### src/rtl/alu_gen2_if.sv
// Request/response bundle for alu_gen2: operands and opcode in, results, flags and handshake out.
interface alu_gen2_if #(
    parameter int WIDTH = 16,
    parameter int PC_W  = 12
);
    logic             run;
    logic [7:0]       operation;
    logic [WIDTH-1:0] a;
    logic [WIDTH-1:0] b;
    logic [PC_W-1:0]  pc;
    logic             busy;
    logic             done;
    logic             illegal;
    logic [WIDTH-1:0] a_out;
    logic [WIDTH-1:0] b_out;
    logic [PC_W-1:0]  pcnew;
    logic [5:0]       status;
    logic             ion;

    modport master (
        output run, operation, a, b, pc,
        input  busy, done, illegal, a_out, b_out, pcnew, status, ion
    );

    modport slave (
        input  run, operation, a, b, pc,
        output busy, done, illegal, a_out, b_out, pcnew, status, ion
    );
endinterface

### src/rtl/alu_gen2.sv
// Small sequential ALU: single-cycle ops via EXEC, optional WIDTH-cycle shift-add multiplier,
// skip-style pc update and a 6-bit Z/C/U/V/I/N status register.
module alu_gen2 #(
    parameter int WIDTH  = 16,
    parameter int PC_W   = 12,
    parameter int MUL_EN = 1
) (
    input  logic       pixel_clock,
    input  logic       reset_n,
    alu_gen2_if.slave  bus
);
    localparam int CNT_W = $clog2(WIDTH + 1);

    localparam logic [7:0] OP_ADD  = 8'h71, OP_AND  = 8'h72, OP_CLA = 8'h73, OP_CLB = 8'h74;
    localparam logic [7:0] OP_CMB  = 8'h75, OP_INCB = 8'h76, OP_DECB = 8'h77, OP_CLC = 8'h78;
    localparam logic [7:0] OP_CLZ  = 8'h79, OP_ION  = 8'h7A, OP_IOF = 8'h7B, OP_SC  = 8'h7C;
    localparam logic [7:0] OP_SZ   = 8'h7D, OP_SUB  = 8'h7E, OP_MUL = 8'h7F, OP_SHL = 8'h80;
    localparam logic [7:0] OP_SHR  = 8'h81;
    localparam logic [WIDTH:0] ONE_X = 1;

    typedef enum logic [1:0] {IDLE, EXEC, MUL, DONE} state_t;

    state_t             state;
    logic [7:0]         op_r;
    logic [WIDTH-1:0]   a_r, b_r;
    logic [PC_W-1:0]    pc_r;
    logic [CNT_W-1:0]   cnt;
    logic [2*WIDTH-1:0] acc, mcand;
    logic [WIDTH-1:0]   mplier;

    logic               busy_q, done_q, ill_q;
    logic [WIDTH-1:0]   a_q, b_q;
    logic [PC_W-1:0]    pc_q;
    logic [5:0]         st_q;

    logic [WIDTH-1:0]   ex_a, ex_b;
    logic [PC_W-1:0]    ex_pc;
    logic [5:0]         ex_st;
    logic               ex_ill;

    logic [WIDTH:0]     sum, dif, inc, dec;
    logic               v_add, v_sub, v_inc, v_dec;

    // Flag layout: {Z, C, U, V, I, N}; I is carried through untouched.
    function automatic logic [5:0] arith(input logic [5:0] st, input logic [WIDTH-1:0] r,
                                         input logic c, input logic u, input logic v);
        return {r == '0, c, u, v, st[1], r[WIDTH-1]};
    endfunction

    assign sum   = {1'b0, a_r} + {1'b0, b_r};
    assign dif   = {1'b0, a_r} - {1'b0, b_r};
    assign inc   = {1'b0, b_r} + ONE_X;
    assign dec   = {1'b0, b_r} - ONE_X;
    assign v_add = (a_r[WIDTH-1] == b_r[WIDTH-1]) && (sum[WIDTH-1] != a_r[WIDTH-1]);
    assign v_sub = (a_r[WIDTH-1] != b_r[WIDTH-1]) && (dif[WIDTH-1] != a_r[WIDTH-1]);
    assign v_inc = !b_r[WIDTH-1] && inc[WIDTH-1];
    assign v_dec = b_r[WIDTH-1] && !dec[WIDTH-1];

    always_comb begin
        ex_a   = a_q;
        ex_b   = b_q;
        ex_st  = st_q;
        ex_pc  = pc_r;
        ex_ill = 1'b0;
        case (op_r)
            OP_ADD:  begin ex_a = sum[WIDTH-1:0]; ex_st = arith(st_q, sum[WIDTH-1:0], sum[WIDTH], 1'b0, v_add); end
            OP_SUB:  begin ex_a = dif[WIDTH-1:0]; ex_st = arith(st_q, dif[WIDTH-1:0], dif[WIDTH], 1'b0, v_sub); end
            OP_AND:  begin ex_a = a_r & b_r; ex_st = arith(st_q, a_r & b_r, 1'b0, 1'b0, 1'b0); end
            OP_CLA:  begin ex_a = '0; ex_st[5] = 1'b1; end
            OP_CLB:  begin ex_b = '0; ex_st[5] = 1'b1; end
            OP_CMB:  begin ex_b = ~b_r; ex_st = arith(st_q, ~b_r, 1'b0, 1'b0, 1'b0); end
            OP_INCB: begin ex_b = inc[WIDTH-1:0]; ex_st = arith(st_q, inc[WIDTH-1:0], inc[WIDTH], 1'b0, v_inc); end
            OP_DECB: begin ex_b = dec[WIDTH-1:0]; ex_st = arith(st_q, dec[WIDTH-1:0], dec[WIDTH], b_r == '0, v_dec); end
            OP_SHL:  begin
                ex_a  = {a_r[WIDTH-2:0], 1'b0};
                ex_st = arith(st_q, {a_r[WIDTH-2:0], 1'b0}, a_r[WIDTH-1], 1'b0, 1'b0);
            end
            OP_SHR:  begin
                ex_a  = {1'b0, a_r[WIDTH-1:1]};
                ex_st = arith(st_q, {1'b0, a_r[WIDTH-1:1]}, a_r[0], 1'b0, 1'b0);
            end
            OP_CLC:  ex_st[4] = 1'b0;
            OP_CLZ:  ex_st[5] = 1'b0;
            OP_ION:  ex_st[1] = 1'b1;
            OP_IOF:  ex_st[1] = 1'b0;
            OP_SC:   if (st_q[4]) ex_pc = pc_r + PC_W'(1);
            OP_SZ:   if (st_q[5]) ex_pc = pc_r + PC_W'(1);
            default: ex_ill = 1'b1;
        endcase
    end

    always_ff @(posedge pixel_clock or negedge reset_n) begin
        if (!reset_n) begin
            state  <= IDLE;
            op_r   <= '0;
            a_r    <= '0;
            b_r    <= '0;
            pc_r   <= '0;
            cnt    <= '0;
            acc    <= '0;
            mcand  <= '0;
            mplier <= '0;
            busy_q <= 1'b0;
            done_q <= 1'b0;
            ill_q  <= 1'b0;
            a_q    <= '0;
            b_q    <= '0;
            pc_q   <= '0;
            st_q   <= '0;
        end else begin
            case (state)
                IDLE: begin
                    done_q <= 1'b0;
                    ill_q  <= 1'b0;
                    if (bus.run) begin
                        op_r   <= bus.operation;
                        a_r    <= bus.a;
                        b_r    <= bus.b;
                        pc_r   <= bus.pc;
                        cnt    <= '0;
                        acc    <= '0;
                        mcand  <= {{WIDTH{1'b0}}, bus.a};
                        mplier <= bus.b;
                        busy_q <= 1'b1;
                        state  <= (MUL_EN != 0 && bus.operation == OP_MUL) ? MUL : EXEC;
                    end
                end
                EXEC: begin
                    a_q    <= ex_a;
                    b_q    <= ex_b;
                    st_q   <= ex_st;
                    pc_q   <= ex_pc;
                    ill_q  <= ex_ill;
                    done_q <= 1'b1;
                    state  <= DONE;
                end
                MUL: begin
                    // WIDTH accumulate cycles, then one cycle to publish the product.
                    if (cnt == CNT_W'(WIDTH)) begin
                        a_q    <= acc[WIDTH-1:0];
                        b_q    <= acc[2*WIDTH-1:WIDTH];
                        st_q   <= arith(st_q, acc[WIDTH-1:0], |acc[2*WIDTH-1:WIDTH], 1'b0, 1'b0);
                        pc_q   <= pc_r;
                        done_q <= 1'b1;
                        state  <= DONE;
                    end else begin
                        if (mplier[0]) acc <= acc + mcand;
                        mcand  <= mcand << 1;
                        mplier <= mplier >> 1;
                        cnt    <= cnt + CNT_W'(1);
                    end
                end
                DONE: begin
                    done_q <= 1'b0;
                    ill_q  <= 1'b0;
                    busy_q <= 1'b0;
                    state  <= IDLE;
                end
                default: state <= IDLE;
            endcase
        end
    end

    assign bus.busy    = busy_q;
    assign bus.done    = done_q;
    assign bus.illegal = ill_q;
    assign bus.a_out   = a_q;
    assign bus.b_out   = b_q;
    assign bus.pcnew   = pc_q;
    assign bus.status  = st_q;
    assign bus.ion     = st_q[1];
endmodule

### src/flat_wrapper.sv
// flat-port wrapper written by rule: the top's interface ports become plain ports
module alu_gen2_flat 
#(
    parameter int WIDTH  = 16,
    parameter int PC_W   = 12,
    parameter int MUL_EN = 1
)
  (pixel_clock, reset_n, bus_run, bus_operation, bus_a, bus_b, bus_pc, bus_busy, bus_done, bus_illegal, bus_a_out, bus_b_out, bus_pcnew, bus_status, bus_ion);
  alu_gen2_if #(.WIDTH(WIDTH), .PC_W(PC_W)) bus_i ();
  input  logic pixel_clock;
  input  logic reset_n;
  input wire logic [$bits(bus_i.run)-1:0] bus_run;
  input wire logic [$bits(bus_i.operation)-1:0] bus_operation;
  input wire logic [$bits(bus_i.a)-1:0] bus_a;
  input wire logic [$bits(bus_i.b)-1:0] bus_b;
  input wire logic [$bits(bus_i.pc)-1:0] bus_pc;
  output wire logic [$bits(bus_i.busy)-1:0] bus_busy;
  output wire logic [$bits(bus_i.done)-1:0] bus_done;
  output wire logic [$bits(bus_i.illegal)-1:0] bus_illegal;
  output wire logic [$bits(bus_i.a_out)-1:0] bus_a_out;
  output wire logic [$bits(bus_i.b_out)-1:0] bus_b_out;
  output wire logic [$bits(bus_i.pcnew)-1:0] bus_pcnew;
  output wire logic [$bits(bus_i.status)-1:0] bus_status;
  output wire logic [$bits(bus_i.ion)-1:0] bus_ion;
  assign bus_i.run = bus_run;
  assign bus_i.operation = bus_operation;
  assign bus_i.a = bus_a;
  assign bus_i.b = bus_b;
  assign bus_i.pc = bus_pc;
  assign bus_busy = bus_i.busy;
  assign bus_done = bus_i.done;
  assign bus_illegal = bus_i.illegal;
  assign bus_a_out = bus_i.a_out;
  assign bus_b_out = bus_i.b_out;
  assign bus_pcnew = bus_i.pcnew;
  assign bus_status = bus_i.status;
  assign bus_ion = bus_i.ion;
  alu_gen2 #(.WIDTH(WIDTH), .PC_W(PC_W), .MUL_EN(MUL_EN)) u_core (.pixel_clock(pixel_clock), .reset_n(reset_n), .bus(bus_i));
endmodule
### config.mk
export PLATFORM = sky130hd
export DESIGN_NAME = alu_gen2_flat
export DESIGN_NICKNAME = d
export VERILOG_FILES = /design/src/rtl/alu_gen2_if.sv /design/src/rtl/alu_gen2.sv /design/src/flat_wrapper.sv
export SDC_FILE = /design/constraint.sdc
export NUM_CORES = 1
export LEC_CHECK = 0
export CAP_MARGIN = 30
export CORE_UTILIZATION = 60
export DETAILED_ROUTE_END_ITERATION = 8
export PLACE_DENSITY = 0.84
export SYNTH_ARGS = -nofsm -noshare
export SYNTH_HDL_FRONTEND = slang
export SYNTH_SLANG_ARGS = --single-unit
### constraint.sdc
create_clock -name pixel_clock -period 4.6 [get_ports pixel_clock]
set_input_delay 1.15 -clock pixel_clock [delete_from_list [all_inputs] [get_ports pixel_clock]]
set_output_delay 1.15 -clock pixel_clock [all_outputs]
set_load 0.02 [all_outputs]
# Word level (Yosys, flattened, before mapping)
# Index checks and enable logic that the tools add are counted.
[classes]
add_sub_neg = 7
eq_ne = 35
mux = 41
bitwise = 3
reduce_logical = 41
[op_table]
columns = ["op", "count"]
rows = [
  ["2-to-1 mux 32 bit", 5],
  ["logical NOT 16 bit", 8],
  ["one-hot mux 32 bit (2 select lines)", 2],
  ["== test 8 x 7 -> 1 bit (second input constant)", 15],
  ["one-hot mux 16 bit (2 select lines)", 3],
  ["one-hot mux 16 bit (6 select lines)", 1],
  ["2-to-1 mux 16 bit", 4],
  ["one-hot mux 16 bit (4 select lines)", 1],
  ["one-hot mux 12 bit (2 select lines)", 2],
  ["2-to-1 mux 12 bit", 3],
  ["adder 32 bit", 1],
  ["OR reduction 16 bit", 2],
  ["logical NOT 15 bit", 2],
  ["AND reduction 3 bit", 8],
  ["adder 16 x 1 -> 17 bit (second input constant)", 1],
  ["adder 16 x 16 -> 17 bit", 1],
  ["subtractor 16 x 1 -> 17 bit (second input constant)", 1],
  ["subtractor 16 x 16 -> 17 bit", 1],
  ["bitwise AND 16 bit", 1],
  ["== test 8 bit (second input constant)", 2],
  ["NOT 16 bit", 1],
  ["adder 12 x 1 -> 12 bit (second input constant)", 1],
  ["one-hot mux 6 bit (2 select lines)", 1],
  ["inequality test 11 bit (second input constant)", 1],
  ["35 further kinds", 59],
]
[totals]
register_bits = 192
in_bits = 55
out_inout_bits = 54
word_cells = 147

# Depth between registers and ports, before layout
[logic_depth]
word_depth = 5
mapped_depth = 15
mapped_depth_nobuf = 14

# Worst setup path before layout
# OpenSTA, ideal clock, no wires.
[synth_timing]
kind = "register -> register"
startpoint = "register u_core.b_r[3]"
endpoint = "register u_core.st_q[5], in the netlist u_core.bus.status[5]"
setup_ns = 0.110
arrival_time_ns = 3.046
slack_ns = 1.444
path_stages_with_launch = 14
n_path_buf = 2
period_less_slack_ns = 3.156
cell_sequence = "dfrtp_1 -> clkbuf_1 -> inv_1 -> ha_1 -> buf_2 -> o21ai_1 -> a21oi_1 -> o22ai_4 -> xnor2_1 -> or4b_1 -> nor4_2 -> nand4b_1 -> o41a_1 -> o41ai_1"
[synth_via]
elab_chain_len = 4
[synth_lines]
columns = ["item", "line_no", "source"]
rows = [
  ["start, declared", "alu_gen2.sv:25", "logic [WIDTH-1:0] a_r, b_r;"],
  ["start signal, assigned", "alu_gen2.sv:118", "b_r <= bus.b;"],
  ["subtractor 16 x 1 -> 17 bit (tied with other cells)", "alu_gen2.sv:53", "assign dec = {1'b0, b_r} - ONE_X;"],
  ["logical NOT 16 bit", "alu_gen2.sv:47", "return {r == '0, c, u, v, st[1], r[WIDTH-1]};"],
  ["one-hot mux 1 bit (10 select lines) (*)", "alu_gen2.sv:65", "case (op_r)"],
  ["one-hot mux 6 bit (2 select lines) (*)", "alu_gen2.sv:111", "case (state)"],
  ["end signal, assigned", "alu_gen2.sv:131", "st_q <= ex_st;"],
  ["end signal, assigned", "alu_gen2.sv:142", "st_q <= arith(st_q, acc[WIDTH-1:0], |acc[2*WIDTH-1:WIDTH], 1'b0, 1'b0);"],
  ["end, declared", "alu_gen2.sv:34", "logic [5:0] st_q;"],
]
# Mark *: on every way between the ends. The rest lies on a longest branch, timed or not.
# A chain may end at the register's enable or synchronous reset.

# Worst setup path in the final report
[layout_timing]
startpoint = "register u_core.state[0]"
endpoint = "register u_core.st_q[5], in the netlist u_core.bus.status[5]"
[layout_via]
elab_chain_len = 3
[layout_lines]
columns = ["item", "line_no", "source"]
rows = [
  ["start, declared", "alu_gen2.sv:23", "state_t state;"],
  ["start signal, assigned", "alu_gen2.sv:125", "state <= (MUL_EN != 0 && bus.operation == OP_MUL) ? MUL : EXEC;"],
  ["== test 2 x 1 -> 1 bit / == test 2 bit (equally long branches)", "alu_gen2.sv:111", ""],
  ["inequality test 11 bit (no source line) (tied with other cells)", "n/a", ""],
  ["AND reduction 3 bit (no source line)", "n/a", ""],
]
# Several ways; a longest one is shown, not always the timed one.

==> metrics.md <==
| Metric | Value |
|---|---|
| Die H | about 150 um |
| Die Area | approximately 23000 um^2 |
| Share of cells above drive strength 1 | 0.0885 |
| Leakage | around 6.5 nW |
| Die width | 151 um |
| Synth cell count leaders | dfrtp_1, nand2_1, o21ai_0 |
| Yosys top cell area share | 0.362 |
| FP Rows | 54 |
| Placed Cells incl. Taps | about 1800 |
| Syn Std Cell Area | approximately 13000 um^2 |
| DP Area | approximately 15000 um^2 |
| Number of flops mapped to enable cells by yosys | 0 |
| H-tree Lvls | 4 |
| Slowest stage delay, CP | approximately 640 ps |
| # DRC | 0 |
| Beginning of the critical path | u_core.state[0]$_DFFE_PN0P_ |
| Initial antenna violation count | 0 |
| Fmax | ~260 MHz |
| Most numerous cell on the critical path | inv_1 |
| Final Hold Vio Count | 0 |
| Setup WS pre-CTS | between 800 and 900 ps |
| Hold endpoint | u_core.bus.a_out[7]$_DFFE_PN0P_ |
| Drt total wl | between 40000 and 50000 um |
| Clock Sinks | around 190 |
| Clk Latency, worst-skew pair | between 400 and 500 ps |
| Delay-heaviest family, CP | simple AND/OR/NAND/NOR gates |
| Synth Net Count | roughly 1600 |
| Ranking of synthesized cells by area | dfrtp_1, ha_1, o21ai_0 |
| Post-Syn Area per Cell | slightly below 9 um^2 |
| Floorplan core area | between 20000 and 25000 um^2 |
| Overflow left after global routing | 0 |
| Total GRT Usage | 0.371 |
| Largest net degree at the start of global routing | ~110 |
| Vias in the first global route | about 11000 |
| Total Neg Setup Slack | 0 ps |
| Worst r2r path cells | 10 |
| Fin. max-slew vios | 0 |
| Worst r2r dst | u_core.bus.status[5]$_DFFE_PN0P_ |
| Worst Setup Start Kind | register |
| Top Ports | 109 |
| Finish-stage setup viols | 0 |
| Critical Path End Type | register |
| Crit Path Max Fanout | between 40 and 50 |
| Critical path data arrival time | ~4200 ps |
| CP Class | reg2reg |
| Initial Util | 0.610 |
| Status | finished clean |
| Buf+Inv Stages, Crit Path | 2 |
| Reg2reg start | u_core.state[0]$_DFFE_PN0P_ |
| FFs w/ async S/R, synth | 1.00 |
| Worst Hold Depth | 2 |
| Via density | approximately 6.7 |
| Syn-to-layout area delta | 14.6% |
| DP HPWL | around 30000 um |
| Gp weighted congestion | around 1.0 |
| Syn Inst Count | between 1000 and 1500 |
| Yosys warning count | 0 |
| First-pass GRT wire length | ~64000 um |
| Post-layout min period | between 3000 and 4000 ps |
| VDD IR max | between 400 and 500 uV |
| Final WS setup | approximately 750 ps |
| ANT nets after route | 0 |
| Worst-path clk slew | approximately 80 ps |
| Worst-Margin Slew | roughly 1000 ps |
| Count of different cell masters after synthesis | 85 |
| Crit-path cells | inv_1 -> ha_4 -> inv_1 -> nor2_1 -> nand4_1 -> nor4_1 -> mux2_2 -> a21oi_1 -> o41a_1 -> o41ai_1 |
| Clk buf depth | 2 |
| Seq/Total Area, Yosys | 0.362 |
| Slew headroom | 0.318 |
| NumNets Final | around 1700 |
| Largest area contributor in the netlist | dfrtp_1 |
| Num CTS Buffers | 17 |
| Max-cap violations | 0 |
| Pwr/cell area | ~880 nW/um^2 |
| Worst Clk Skew | between 15 and 20 ps |
| Postcts setup bufs | 0 |
| Cts hold-fix bufs | 0 |
| Fin cells | about 1900 |
| DRT iter0 DRCs | 1273 |
| Root Buffer | clkbuf_16 |
| Reg-to-reg slack, setup | 750 ps |
| Vias | 12400 |
| Fin crit share | 0.837 |
| CTS tree | done |
| Final Cell Area | 15200 um^2 |
| Flops & latches, synth | around 190 |
| CP max stage cell | nor2_1 |
| Post-CTS sizing | 0 |
| Number of diodes | 0 |
| WP data required | slightly below 5000 ps |
| Unrepaired setup endpoints after global routing | false |
| Drt pass-1 iters | 6 |
| IO Port Bufs | between 100 and 150 |
| Leading register cell type out of synthesis | dfrtp_1 |
| Min-delay src | u_core.bus.a_out[7]$_DFFE_PN0P_ |
| Top-count cell post-synth | dfrtp_1 |
| Worst Hold Class | reg2reg |
| Per-cell routed wire length | approximately 22 um |
[report_power, final]
group / switching, mW / internal [mW]
combinational: 5.01 / 3.33
sequential: 1.09 / 2.45
clock: 0.761 / 0.790
total: 6.86 / 6.57
[cells in the final DEF, fill, tap and decap left out, drive strengths merged, types with 34 or more instances in the layout]
cell type      count
mux2i             36
dfrtp            192
nand2            181
a21oi             81
nor2              83
o21ai            148
ha                78
xnor2             40
clkdlybuf4s50    107
mux2              59
xor2              34
inv               61
[metal layers]
metal	GRT usage	vias to the layer above	wire [um]
met2	0.593	687	19200
met3	0.0512	121	3280
met4	0.163	0	1850
met5	0	-	0
met1	0.502	5980	16900
li1	-	5625	-
[worst reg2reg max path, delay by kind of cell (launching register included)]
family | cells | cell delay [ps]
mux | 1 | 280
simple gates | 3 | 1450
buf+inv | 2 | 680
fa+ha+maj | 1 | 630
compound gates | 3 | 280
flops | 1 | 420
[how the worst max path moves through the flow]
stage	cells after the start	end
2_1_floorplan	13	u_core.bus.status[5]$_DFFE_PN0P_
3_3_place_gp	10	u_core.bus.status[5]$_DFFE_PN0P_
3_5_place_dp	10	u_core.bus.status[5]$_DFFE_PN0P_
4_1_cts	10	u_core.bus.status[5]$_DFFE_PN0P_
5_1_grt	10	u_core.bus.status[5]$_DFFE_PN0P_
6_report	10	u_core.bus.status[5]$_DFFE_PN0P_
[sequential cells by signal, summed over array words and instances (netlist names)]
signal              count
u_core.mplier          16
u_core.b_r             16
u_core.bus.a_out       16
u_core.bus.pcnew       12
u_core.bus.illegal      1
u_core.state            2
u_core.op_r             8
u_core.pc_r            12
u_core.bus.status       6
u_core.acc             32
u_core.mcand           32
u_core.bus.b_out       16
u_core.cnt              5
u_core.bus.done         1
u_core.bus.busy         1
u_core.a_r             16
[cell type report]
| class | count | area (um^2) |
|---|---|---|
| Multi-Input combinational cell | 1159 | 7960 |
| Inverter | 54 | 203 |
| Clock inverter | 14 | 189 |
| Fill cell | 1716 | 6530 |
| Sequential cell | 192 | 4800 |
| Clock buffer | 17 | 425 |
| Tap cell | 280 | 350 |
| Timing Repair Buffer | 134 | 1300 |
[metrics by stage]
stage | utilization | hold WS (ps) | total power [mW]
6_report | 0.700 | 480 | 13.4
5_1_grt | 0.700 | 507 | 14.3
4_1_cts | 0.699 | 485 | 13.3
3_5_place_dp | 0.670 | 469 | 11.7
3_3_place_gp | 0.670 | 457 | 11.5
2_1_floorplan | - | 441 | 9.18
[logic make-up (layout without fill, tap and decap cells)]
family / Yosys count / after routing / share of synthesized area
compound gates: 461 / 461 / 0.229
buf+inv: 139 / 219 / 0.0413
flops: 192 / 192 / 0.362
fa+ha+maj: 81 / 81 / 0.0780
simple gates: 448 / 448 / 0.164
mux: 95 / 95 / 0.0772
xor+xnor: 74 / 74 / 0.0488
Power figures use the tool's default switching activity.
==> RTL change 1: new RTL, same settings <==
`PC_W` is set to 12 in 3 places; all go to 10.
--- a/src/rtl/alu_gen2_if.sv
+++ b/src/rtl/alu_gen2_if.sv
@@ -1,7 +1,7 @@
 // Request/response bundle for alu_gen2: operands and opcode in, results, flags and handshake out.
 interface alu_gen2_if #(
     parameter int WIDTH = 16,
-    parameter int PC_W  = 12
+    parameter int PC_W  = 10
 );
     logic             run;
     logic [7:0]       operation;
--- a/src/rtl/alu_gen2.sv
+++ b/src/rtl/alu_gen2.sv
@@ -2,7 +2,7 @@
 // skip-style pc update and a 6-bit Z/C/U/V/I/N status register.
 module alu_gen2 #(
     parameter int WIDTH  = 16,
-    parameter int PC_W   = 12,
+    parameter int PC_W   = 10,
     parameter int MUL_EN = 1
 ) (
     input  logic       pixel_clock,
--- a/src/flat_wrapper.sv
+++ b/src/flat_wrapper.sv
@@ -2,7 +2,7 @@
 module alu_gen2_flat 
 #(
     parameter int WIDTH  = 16,
-    parameter int PC_W   = 12,
+    parameter int PC_W   = 10,
     parameter int MUL_EN = 1
 )
   (pixel_clock, reset_n, bus_run, bus_operation, bus_a, bus_b, bus_pc, bus_busy, bus_done, bus_illegal, bus_a_out, bus_b_out, bus_pcnew, bus_status, bus_ion);
Interface: changed (resized bus_pc and bus_pcnew); port bits go from 109 to 105. No check against the original RTL was run, so the function may have changed too.
==> RTL change 1 against the original RTL <==
Total power shrank 7.8%; setup slack improved by 0.11 ns; combinational power down 9.0%; area after synthesis decreased by 3.4%; clock skew rose by 0.00080 ns; wire length decreased by 2.4%; sequential cell count fell by 4; critical path type unchanged; design area is 3.1% lower; sequential power decreased by 9.0%; synthesized cell count down 2.8%.
==> RTL change 1: results <==
finish:
  insertedDiodeCount: 0
  nNetsFinal: 1645
  layout-drive-gt1-share_pct: 8.536
  reg.largest.list: "u_core.acc: 32 flops, u_core.mcand: 32 flops"
placement:
  hpwlAfterDp_mm: 29.39
  gp_congestion: 1.037
  port-buffer-count: 104
global_route:
  wire_length_of_the_first_global_routing_pass_mm: 63.25
  grt_antenna_before_repair: 0
  global_router_s_overall_resource_usage_pct: 37.47
  grt_start_max_net_pins: 115
  via_count_of_the_first_global_routing_pass: 11356
synthesis:
  sequential_cell_area_fraction_in_the_yosys_report_pct: 36.67
  synth.distinct_cells: 73
  synth_area_leaders: "dfrtp_1, ha_1, nand2_1"
  synth-main-ff-cell: "dfrtp_1"
  ys_top_cells_by_count: "nand2_1, dfrtp_1, o21ai_0"
clock_network:
  clock_insertion_delay_worst_skew_ns: 0.45
  cts_setup_buffers: 0
  clock_tree.root_cell: "clkbuf_16"
  clkSlewWorstSetupHoldPaths_ns: 0.08
  clock_path_buffers: 2
worst_setup_path:
  reg2reg_from: "u_core.b_r[3]"
  worstPathMaxFanout: 12
  cp_slowest_cell: "dfrtp_1"
  worst_r2r_path_depth: 12
  cp_slowest_stage_delay_ns: 0.57
  critical_register_to_register_path_endpoint: "u_core.bus.status[0]"
  timing.critical_path.arrival_ns: 4.06
  ff2ff_setup_slack_ns: 0.86
sta:
  worst_slew_pin_slew_ns: 0.9718
  timing.clock.skew_ns: 0.01694
run_status:
  run_status: "finished clean"
min_path:
  worstHoldStart: "u_core.bus.b_out[3]"
  worst_hold_path_type: "flip-flop to flip-flop"
  hold-path-endpoint: "u_core.bus.b_out[3]"
detailed_routing:
  firstDrtPassIters: 7
  vias_per_cell: 6.645
  detailroute.wirelength.met2_mm: 18.61
  routed.top_layer: "met4"
  detailed_route_wire_length_on_metal_1_mm: 16.13
  avgRoutedWirePerCell_um: 22.37
  drt-initial-drc-count: 1321
  total_met3_wirelength_after_detailed_routing_mm: 3.312
power_and_ir_drop:
  p_leak_nw: 6.256
  peakVddDrop_mv: 0.4199
==> RTL change 1: changes by cell type after synthesis, moves of 6 or more <==
| cell | change |
|---|---|
| o31ai_1 | -9 |
| nor4_1 | -6 |
| o21ai_1 | -6 |
| clkbuf_1 | -9 |
| nor2_1 | -11 |
| a21oi_1 | +12 |
| a22oi_1 | -9 |
| a32o_1 | -6 |
| nand2_1 | +16 |
| inv_1 | -11 |
| buf_1 | +10 |
| o21ai_0 | +10 |
==> RTL change 1: per-layer routing <==
metal	global-route usage (%)	vias to the layer above
li1	-	5413
met1	48.77	5725
met3	5.798	144
met2	59.95	665
met4	20.77	0
met5	0	-
==> RTL change 1: worst max-delay path by stage <==
stage	start	end	slack, ns	cells after the start
final	u_core.b_r[3]	u_core.bus.status[0]	0.86	12
after global routing	u_core.b_r[3]	u_core.bus.status[0]	0.54	12
after CTS	u_core.b_r[3]	u_core.bus.status[0]	0.90	12
after detailed placement	u_core.b_r[5]	u_core.bus.status[0]	0.92	12
after global placement	u_core.b_r[5]	u_core.bus.status[0]	0.96	12
after floorplan	u_core.b_r[3]	u_core.bus.status[0]	1.33	14
==> RTL change 1: kinds of logic (layout without fill, tap and decap cells) <==
logic type / after synthesis / in the layout / synth area share, %
xor+xnor: 73 / 73 / 5.042
compound gates: 438 / 438 / 21.90
simple gates: 447 / 447 / 16.46
mux: 96 / 96 / 8.037
flops: 188 / 188 / 36.67
buf+inv: 125 / 200 / 3.814
fa+ha+maj: 81 / 81 / 8.076
==> RTL change 1: cell type report <==
class	count	area, sq um
clock inverter	14	207.7
fill	1607	6262
clock buffer	17	425.4
tap	275	344.1
multi-input combinational	1135	7661
inverter	43	161.4
timing repair buffer	126	1255
sequential	188	4705
==> RTL change 1: power by group <==
part / switching, W / internal, W / leakage [nW]
clock: 0.000743 / 0.000834 / 0.306
combinational: 0.00463 / 0.00297 / 3.56
sequential: 0.000897 / 0.00232 / 2.40
==> RTL change 1: worst max-delay path, delay by kind of cell (launching register included) <==
kind            cells  cell delay [ns]
compound gates      8             1.88
xor+xnor            1             0.17
fa+ha+maj           1             0.53
buf+inv             1             0.23
flops               1             0.57
simple gates        1             0.23
==> RTL change 1: metrics by stage <==
step / std cells / area (sq um) / hold slack, ns / setup WS, ns / util, %
2_1_floorplan: 1448 / 12830 / 0.4413 / 1.332 / -
3_3_place_gp: 1765 / 14080 / 0.4607 / 0.9631 / 66.97
6_report: 1798 / 14760 / 0.4787 / 0.8631 / 70.21
4_1_cts: 1797 / 14730 / 0.4868 / 0.9001 / 70.08
5_1_grt: 1798 / 14760 / 0.5056 / 0.5398 / 70.21
3_5_place_dp: 1766 / 14100 / 0.4699 / 0.9219 / 67.07
==> RTL change 2: new RTL, config.mk and constraints unchanged <==
Made on the original files. Encoding of `state_t`: now Gray code (2 bits for 4 states).
--- a/src/rtl/alu_gen2.sv
+++ b/src/rtl/alu_gen2.sv
@@ -18,7 +18,7 @@
     localparam logic [7:0] OP_SHR  = 8'h81;
     localparam logic [WIDTH:0] ONE_X = 1;
 
-    typedef enum logic [1:0] {IDLE, EXEC, MUL, DONE} state_t;
+    typedef enum logic [1:0] {IDLE = 2'b00, EXEC = 2'b01, MUL = 2'b11, DONE = 2'b10} state_t;
 
     state_t             state;
     logic [7:0]         op_r;
Behaviour: same outputs for any inputs over 4 cycles, from zero or initial values and one cycle with reset_n low; so few cycles prove little.
==> RTL change 2 against the original RTL <==
Synthesized cell count up 6.8%; combinational power decreased by 19%; critical path depth up 1; count of clock-buffer cells in the layout is 1 higher; non-clock buffer count up 8; design area shrank 2.1%; area after synthesis fell by 2.6%; total power shrank 15%; sequential cell count did not move; setup slack improved by 0.24 ns; wire length rose by 7.4%; clock skew is 0.0014 ns lower; critical endpoint is now u_core.bus.status[4]; largest power group unchanged.
==> RTL change 2: results <==
synthesis:
  xor_xnor_portion_of_the_synthesized_cell_area_pct: 5.076
  yosys.area_share.adder_pct: 7.523
  main_combinational_cell_family_by_area_after_synthesis: "simple AND/OR/NAND/NOR gates"
  syn-num-nets: 1723
  muxShareOfSynthArea_pct: 1.122
  compound_gate_portion_of_the_synthesized_area_pct: 22.00
  sequential_cell_area_fraction_in_the_yosys_report_pct: 37.13
run_status:
  run_status: "finished clean"
detailed_routing:
  drt-initial-drc-count: 1604
  avgRoutedWirePerCell_um: 22.77
  num_vias: 12840
worst_setup_path:
  cp_slowest_cell: "dfrtp_1"
  worst_path_dominant_cell_family: "compound AO/OA/AOI/OAI gates"
  worstPathMaxFanout: 11
  cp_slowest_stage_delay_ns: 0.56
  timing.critical_path.arrival_ns: 3.95
power_and_ir_drop:
  power.sequential.fraction_pct: 28.5
  cellInternalPower_w: 0.005676
  p_leak_nw: 6.385
  comb_power_share_pct: 58.7
placement:
  hpwlAfterDp_mm: 32.66
  gp_congestion: 0.9804
sta:
  max_slew_margin_pct: 39.23
  timing.clock.skew_ns: 0.01478
global_route:
  grt_antenna_before_repair: 1
  global_router_s_overall_resource_usage_pct: 40.33
  via_count_of_the_first_global_routing_pass: 12063
  wire_length_of_the_first_global_routing_pass_mm: 68.12
finish:
  filler_instances: 1660
  nNetsFinal: 1787
  layout-drive-gt1-share_pct: 5.635
clock_network:
  clkSlewWorstSetupHoldPaths_ns: 0.07
==> RTL change 2: cell count changes after synthesis, sizes merged, moves of 18 or more <==
cell / before / now
a31oi: 18 / 41
nand2: 181 / 321
a22o: 29 / 4
a22oi: 31 / 7
nand3: 30 / 53
mux2i: 36 / 10
o21ai: 148 / 166
mux2: 59 / 4
nor2: 83 / 101
==> RTL change 2: final timing paths <==
check	start	endpoint	cells after the start
min in group asynchronous	reset_n	u_core.mcand[3]	1
worst min-delay path	u_core.bus.b_out[4]	u_core.bus.b_out[4]	2
worst min register to register	u_core.bus.b_out[4]	u_core.bus.b_out[4]	2
worst max register to register	u_core.b_r[2]	u_core.bus.status[4]	11
max in group asynchronous	reset_n	u_core.acc[28]	3
worst max-delay path	u_core.b_r[2]	u_core.bus.status[4]	11
==> RTL change 2: cell type report <==
class / instances / area, sq um / area share, %
clock inverter: 13 / 123.9 / 0.8310
multi-input combinational: 1266 / 7632 / 51.20
clock buffer: 18 / 439.2 / 2.946
inverter: 37 / 138.9 / 0.9318
timing repair buffer: 142 / 1421 / 9.536
sequential: 192 / 4806 / 32.24
tap: 275 / 344.1 / 2.308
==> RTL change 2: per-stage QoR <==
stage	hold slack (ns)	worst slack (ns)	power [W]	std cells	instance area, sq um
after global routing	0.5078	0.6005	0.01218	1943	14910
final	0.4803	0.9889	0.01147	1943	14910
after floorplan	0.4457	1.376	0.007606	1592	12940
after detailed placement	0.4698	1.101	0.009768	1912	14340
after CTS	0.4859	1.061	0.01129	1943	14910
after global placement	0.4620	1.173	0.009661	1907	14260
==> RTL change 2: metal layers <==
layer / vias to the layer above / GRT usage (%) / part of all wire [%]
met5: - / 0 / 0.052
met2: 726 / 63.48 / 46
li1: 5846 / - / -
met1: 6127 / 54.85 / 41
met4: 2 / 17.35 / 4.3
met3: 139 / 6.789 / 8.9
